<file path="config.mk">
export PLATFORM = sky130hd
export DESIGN_NAME = id_scoreboard
export DESIGN_NICKNAME = d
export VERILOG_FILES = /design/src/rtl/cpu_pkg.sv /design/src/rtl/sb_cnt.sv /design/src/rtl/id_scoreboard.sv
export SDC_FILE = /design/constraint.sdc
export NUM_CORES = 1
export LEC_CHECK = 0
export BUFFER_PORTS_ARGS = -buffer_cell sky130_fd_sc_hd__buf_4
export CAP_MARGIN = 10
export CORE_MARGIN = 4
export CORE_UTILIZATION = 47
export CTS_BUF_LIST = sky130_fd_sc_hd__clkbuf_8
export DETAILED_ROUTE_END_ITERATION = 7
export PLACE_DENSITY_LB_ADDON = 0.25
export SLEW_MARGIN = 20
export SYNTH_ARGS = -nofsm -noshare
export SYNTH_HDL_FRONTEND = slang
export SYNTH_SLANG_ARGS = --single-unit
</file>
<file path="constraint.sdc">
create_clock -name clk -period 3.5 [get_ports clk]
set_clock_uncertainty 0.15 [all_clocks]
set_input_delay 0.35 -clock clk [delete_from_list [all_inputs] [get_ports clk]]
set_output_delay 0.35 -clock clk [all_outputs]
set_load 0.02 [all_outputs]
</file>
<file path="src/rtl/cpu_pkg.sv">
// Shared pipeline constants and types used by the ID-stage scoreboard.
package cpu_pkg;

    localparam int unsigned NREG  = 32;
    localparam int unsigned CNT_W = 2;
    localparam int unsigned REG_W = 5;

    // Bit positions inside the ID-stage source-use control.
    localparam int unsigned USE_RS   = 0;
    localparam int unsigned USE_RT   = 1;
    localparam int unsigned USE_RTRS = 2;

    typedef logic [REG_W-1:0] reg_num_t;

endpackage

</file>
<file path="src/rtl/sb_cnt.sv">
// Pending-writer counter for one GPR: up on issue, down on retire, cleared on flush.
module sb_cnt #(
    parameter int unsigned CNT_W     = 2,
    parameter int unsigned WB_BYPASS = 1
) (
    input  logic clk,
    input  logic rst,
    input  logic inc,
    input  logic dec,
    input  logic clr,
    output logic eff_zero,
    output logic full_c
);

    localparam logic [CNT_W-1:0] CNT_MAX = {CNT_W{1'b1}};

    logic [CNT_W-1:0] cnt;

    // Issue and retire together cancel; a retire against an empty count is dropped.
    always_ff @(posedge clk) begin
        if (rst || clr) begin
            cnt <= '0;
        end else if (inc && !dec && cnt != CNT_MAX) begin
            cnt <= cnt + CNT_W'(1);
        end else if (dec && !inc && cnt != '0) begin
            cnt <= cnt - CNT_W'(1);
        end
    end

    // With bypass, the last pending write retiring this cycle already counts as free.
    always_comb begin
        eff_zero = (cnt == '0) || ((WB_BYPASS != 0) && dec && cnt == CNT_W'(1));
        full_c   = (cnt == CNT_MAX);
    end

endmodule

</file>
<file path="src/rtl/id_scoreboard.sv">
// ID-stage register-dependency scoreboard: per-GPR pending-writer counts gate issue into EXE.
module id_scoreboard #(
    parameter int unsigned NREG      = 32,
    parameter int unsigned CNT_W     = 2,
    parameter int unsigned WB_BYPASS = 1
) (
    input  logic        clk,
    input  logic        rst,
    input  logic        id_valid,
    input  logic [2:0]  id_use,
    input  logic [4:0]  id_rs,
    input  logic [4:0]  id_rt,
    input  logic        id_wen,
    input  logic [4:0]  id_wr,
    input  logic        exe_allowin,
    input  logic        wb_valid,
    input  logic        wb_wen,
    input  logic [4:0]  wb_wr,
    input  logic        flush,
    output logic        id_issue,
    output logic        id_stall,
    output logic [31:0] stall_cnt
);

    import cpu_pkg::*;

    logic [NREG-1:0] eff_zero;
    logic [NREG-1:0] full;
    logic            rs_busy;
    logic            rt_busy;
    logic            wr_full;
    logic            hazard;

    // $0 is never written, so it is always free and never saturates.
    assign eff_zero[0] = 1'b1;
    assign full[0]     = 1'b0;

    for (genvar r = 1; r < NREG; r++) begin : g_cnt
        logic inc;
        logic dec;

        always_comb begin
            inc = id_issue && id_wen && (id_wr == REG_W'(r));
            dec = wb_valid && wb_wen && (wb_wr == REG_W'(r));
        end

        sb_cnt #(
            .CNT_W     (CNT_W),
            .WB_BYPASS (WB_BYPASS)
        ) u_cnt (
            .clk      (clk),
            .rst      (rst),
            .inc      (inc),
            .dec      (dec),
            .clr      (flush),
            .eff_zero (eff_zero[r]),
            .full_c   (full[r])
        );
    end

    // Source dependencies plus destination-counter saturation decide the hazard.
    always_comb begin
        rs_busy  = (id_rs != '0) && !eff_zero[id_rs];
        rt_busy  = (id_rt != '0) && !eff_zero[id_rt];
        wr_full  = id_wen && (id_wr != '0) && full[id_wr];
        hazard   = ((id_use[USE_RS] || id_use[USE_RTRS]) && rs_busy)
                 || ((id_use[USE_RT] || id_use[USE_RTRS]) && rt_busy)
                 || wr_full;
        id_stall = id_valid && hazard && !flush;
        id_issue = id_valid && exe_allowin && !hazard && !flush;
    end

    always_ff @(posedge clk) begin
        if (rst) begin
            stall_cnt <= '0;
        end else if (id_stall) begin
            stall_cnt <= stall_cnt + 32'd1;
        end
    end

endmodule

</file>
==> metrics.md <==
| Metric | Value |
|---|---|
| Fillers | 1557 |
| Post-synthesis simple-gate area fraction | 0.254 |
| Via/cell ratio | 6.07 |
| Most common cell after layout, fill and taps aside | buf_4 |
| Post-Syn Instances | 1030 |
| Post-synthesis sequential area ratio | 0.231 |
| Pins Over Slew Limit | 0 |
| Worst setup margin | 113 ps |
| Max Cap Viol | 0 |
| Gr usage total | 0.250 |
| CP Cell Sequence | inv_1 > ha_1 > a31oi_2 > a221o_1 > nor2_1 > a211o_1 > o2111ai_4 > buf_12 > buf_4 > o21ai_1 > buf_4 > inv_1 > buf_4 |
| Htree depth | 3 |
| Final Setup Violations | 0 |
| Largest net degree at the start of global routing | 36 |
| EDFF count, synth | 0 |
| Clk buf depth | 2 |
| Worst EP arrival | 2890 ps |
| DIE HEIGHT | 140 um |
| Family with the most delay on the worst path | compound AO/OA/AOI/OAI gates |
| Placement Setup Slack | -217 ps |
| RSZ-0062 raised after global routing | yes |
| Sequential cell area | 1890 sq um |
| Mux cell area share after synthesis | 0.0594 |
| DRC viols | 0 |
| Share of layout cells above drive strength 1 | 0.222 |
| Max Fanout on Critical Path | 8 |
| Design Power | 2240 uW |
| Slew HR | 0.496 |
| CP Buf/Inv Count | 6 |
| Crit path largest cell delay | 380 ps |
| Fin util | 0.592 |
| Core area | 16800 sq um |
| Routed wire length | 25300 um |
| Die area | 19500 sq um |
| CTS tree | yes |
| Final Instance Count excl. Fillers | 1381 |
| Clk_lat worst skew | 410 ps |
| WP data required | 3000 ps |
| CP endpoint kind | primary output |
| Tmin final | 3390 ps |
| Clock sinks | 94 |
| Min-delay worst type | in2reg |
| Setup CP Type | reg2out |
| Final hold vios | 0 |
| Initial antenna violation count | 0 |
| Placed insts | 1358 |
| Leakage | 0.00363 uW |
| Antenna cells | 0 |
| Num CTS Buffers | 9 |
| Global route total overflow | 0 |
| Achievable Freq | 0.295 GHz |
| Unique masters post-synth | 75 |
| VDD IR max | 0.160 mV |
| Most frequent cells in the layout | buf_4, nor2_1, dfxtp_1 |
| Crit path top cell by count | buf_4 |
| Routed WL per cell | 18.4 um |
| Largest family of logic cells by synthesized area | simple AND/OR/NAND/NOR gates |
| Synth Area per Inst | 7.92 sq um |
| Synth Warn # | 0 |
| # IOs | 65 |
| Clock-pin transition on the worst setup and hold timing paths | 120 ps |
| Status | complete, no violations |
| Top_reg_cell synth | dfxtp_1 |
| DRT iter0 DRCs | 723 |
| Crit-path slowest cell | dfxtp_1 |
| Async S/R FF share, synth | 0 |
| Routed Antenna Nets | 0 |
| Pwr/cell area | 225 nW/um^2 |
| Final HPWL DP | 19200 um |
| DRT Pass-1 Iters | 5 |
| Period utilization | 0.968 |
| Xor and xnor area share after synthesis | 0.0462 |
| # hold bufs at CTS | 0 |
| FF+latch count, synth | 94 |
| Number of global-route vias before repair | 7556 |
| Final TNS setup | 0 ps |
| First-pass GRT wire length | 39900 um |
| Synth-to-layout area growth | 22.0% |
| Root buffer cell | clkbuf_8 |
| Final nets | 1281 |
| Vias post-DR | 8387 |
| Row count | 47 |
| Net Count, Synth | 1155 |
| Mapped Area | 8160 sq um |
| Synth Area in Compound Gates | 0.198 |
| Adder-Cell Fraction of Synth Area | 0.144 |
| Die width | 140 um |
| IO buf count | 64 |
| Initial Util | 0.485 |
| Routability Congestion | 0.995 |
| Critical path launch point type | register |
| Slew @ Worst Pin | 752 ps |
| Area of the multi-input gates | 5940 sq um |
## where the power goes
group          leakage (uW)  switching (uW)  internal [uW]
combinational       0.00277             234            167
clock             0.0000937             489            281
sequential         0.000758            2.74           1070
total               0.00363             725           1520
## per-layer routing
| layer | vias up | routed length, um | GRT usage |
|---|---|---|---|
| met4 | 0 | 860 | 0.0872 |
| met2 | 403 | 10900 | 0.385 |
| met3 | 62 | 2480 | 0.0593 |
| met1 | 3920 | 11100 | 0.344 |
| li1 | 4002 | - | - |
| met5 | - | 0 | 0 |
## cell usage after synthesis (3+ instances only)
master,count,share of area
a31oi_1,30,0.023
or3_1,11,0.0084
o221ai_1,3,0.0032
nor4b_1,3,0.0032
a211o_1,4,0.0043
nand2_1,77,0.035
a311oi_1,26,0.028
a21oi_1,46,0.028
xor2_1,3,0.0032
nor2b_1,9,0.0069
buf_2,22,0.013
nand3_1,25,0.015
o21ai_0,26,0.016
o22ai_1,10,0.0077
nor4_2,6,0.0092
buf_1,3,0.0014
o31ai_1,8,0.0074
nand2b_1,15,0.012
o21a_1,5,0.0046
nor4b_2,4,0.0074
nor4_1,23,0.018
dfxtp_1,94,0.23
ha_1,94,0.14
a21o_1,9,0.0083
o211ai_1,9,0.0083
a311o_1,7,0.0086
or4_1,8,0.0074
clkbuf_1,26,0.012
and2_1,4,0.0031
xnor2_1,40,0.043
inv_1,78,0.036
nand4_1,15,0.012
or2_2,8,0.0061
a221oi_1,6,0.0064
mux4_2,7,0.019
a21boi_0,3,0.0028
nor2_1,113,0.052
and3b_1,3,0.0032
and3_1,7,0.0054
mux2i_1,27,0.033
mux2_2,5,0.0069
a211oi_1,17,0.016
nor3_1,45,0.028
## worst paths after layout
kind,depth (start not counted),slack (ps),startpoint,to
max reg2reg,14,210,g_cnt[12].u_cnt.cnt[1]$_SDFFE_PP0P_,g_cnt[16].u_cnt.cnt[0]$_SDFFE_PP0P_
max,13,110,g_cnt[23].u_cnt.cnt[0]$_SDFFE_PP0P_,id_stall
min,3,80,flush,g_cnt[13].u_cnt.cnt[1]$_SDFFE_PP0P_
min reg2reg,2,360,stall_cnt[5]$_SDFFE_PP0P_,stall_cnt[5]$_SDFFE_PP0P_
## metrics by stage
stage                     hold WS (ps)  instance area, sq um
final                             83.6                  9950
after global routing              97.4                  9950
after CTS                         74.6                  9680
after detailed placement           349                  9470
after global placement             338                  9470
after floorplan                    319                  8160
## flip-flops by register name, indices dropped and copies added (netlist names)
| signal | count |
|---|---|
| stall_cnt | 32 |
| g_cnt.u_cnt.cnt | 62 |
## area by class of cell
cell class | instances | area share
Sequential cell | 94 | 0.189
Timing Repair Buffer | 171 | 0.137
Multi-Input combinational cell | 802 | 0.597
Clock inverter | 7 | 0.00692
Clock buffer | 9 | 0.0124
Tap cell | 220 | 0.0277
Inverter | 78 | 0.0294
## logic make-up after synthesis
kind of cell	count (synthesis)
and+or+nand+nor	394
DFF	94
xor gates and xnor gates	43
muxes	39
AOI/OAI and AO/OA	232
buffers and inverters	134
adders and majority gates	94
## what timing repair did
action	CTS	global route
gates cloned	0	1
gates resized for setup	5	41
setup buffers	0	6
pin swaps	0	7
hold endpoints to repair	0	0
setup endpoints to repair	4	27
## worst reg2reg max path, stage by stage, from the launching register on
cell       delay, ps
dfxtp_1          330
inv_1            120
ha_2             260
nor2_1            70
nor4b_2          260
o31ai_1          120
o211ai_1         270
o2111ai_4        190
buf_4            180
clkbuf_16        170
nor4_1           420
buf_4            220
mux2i_1          230
xnor2_1          140
nor2_1            50
Power figures use the tool's default switching activity.
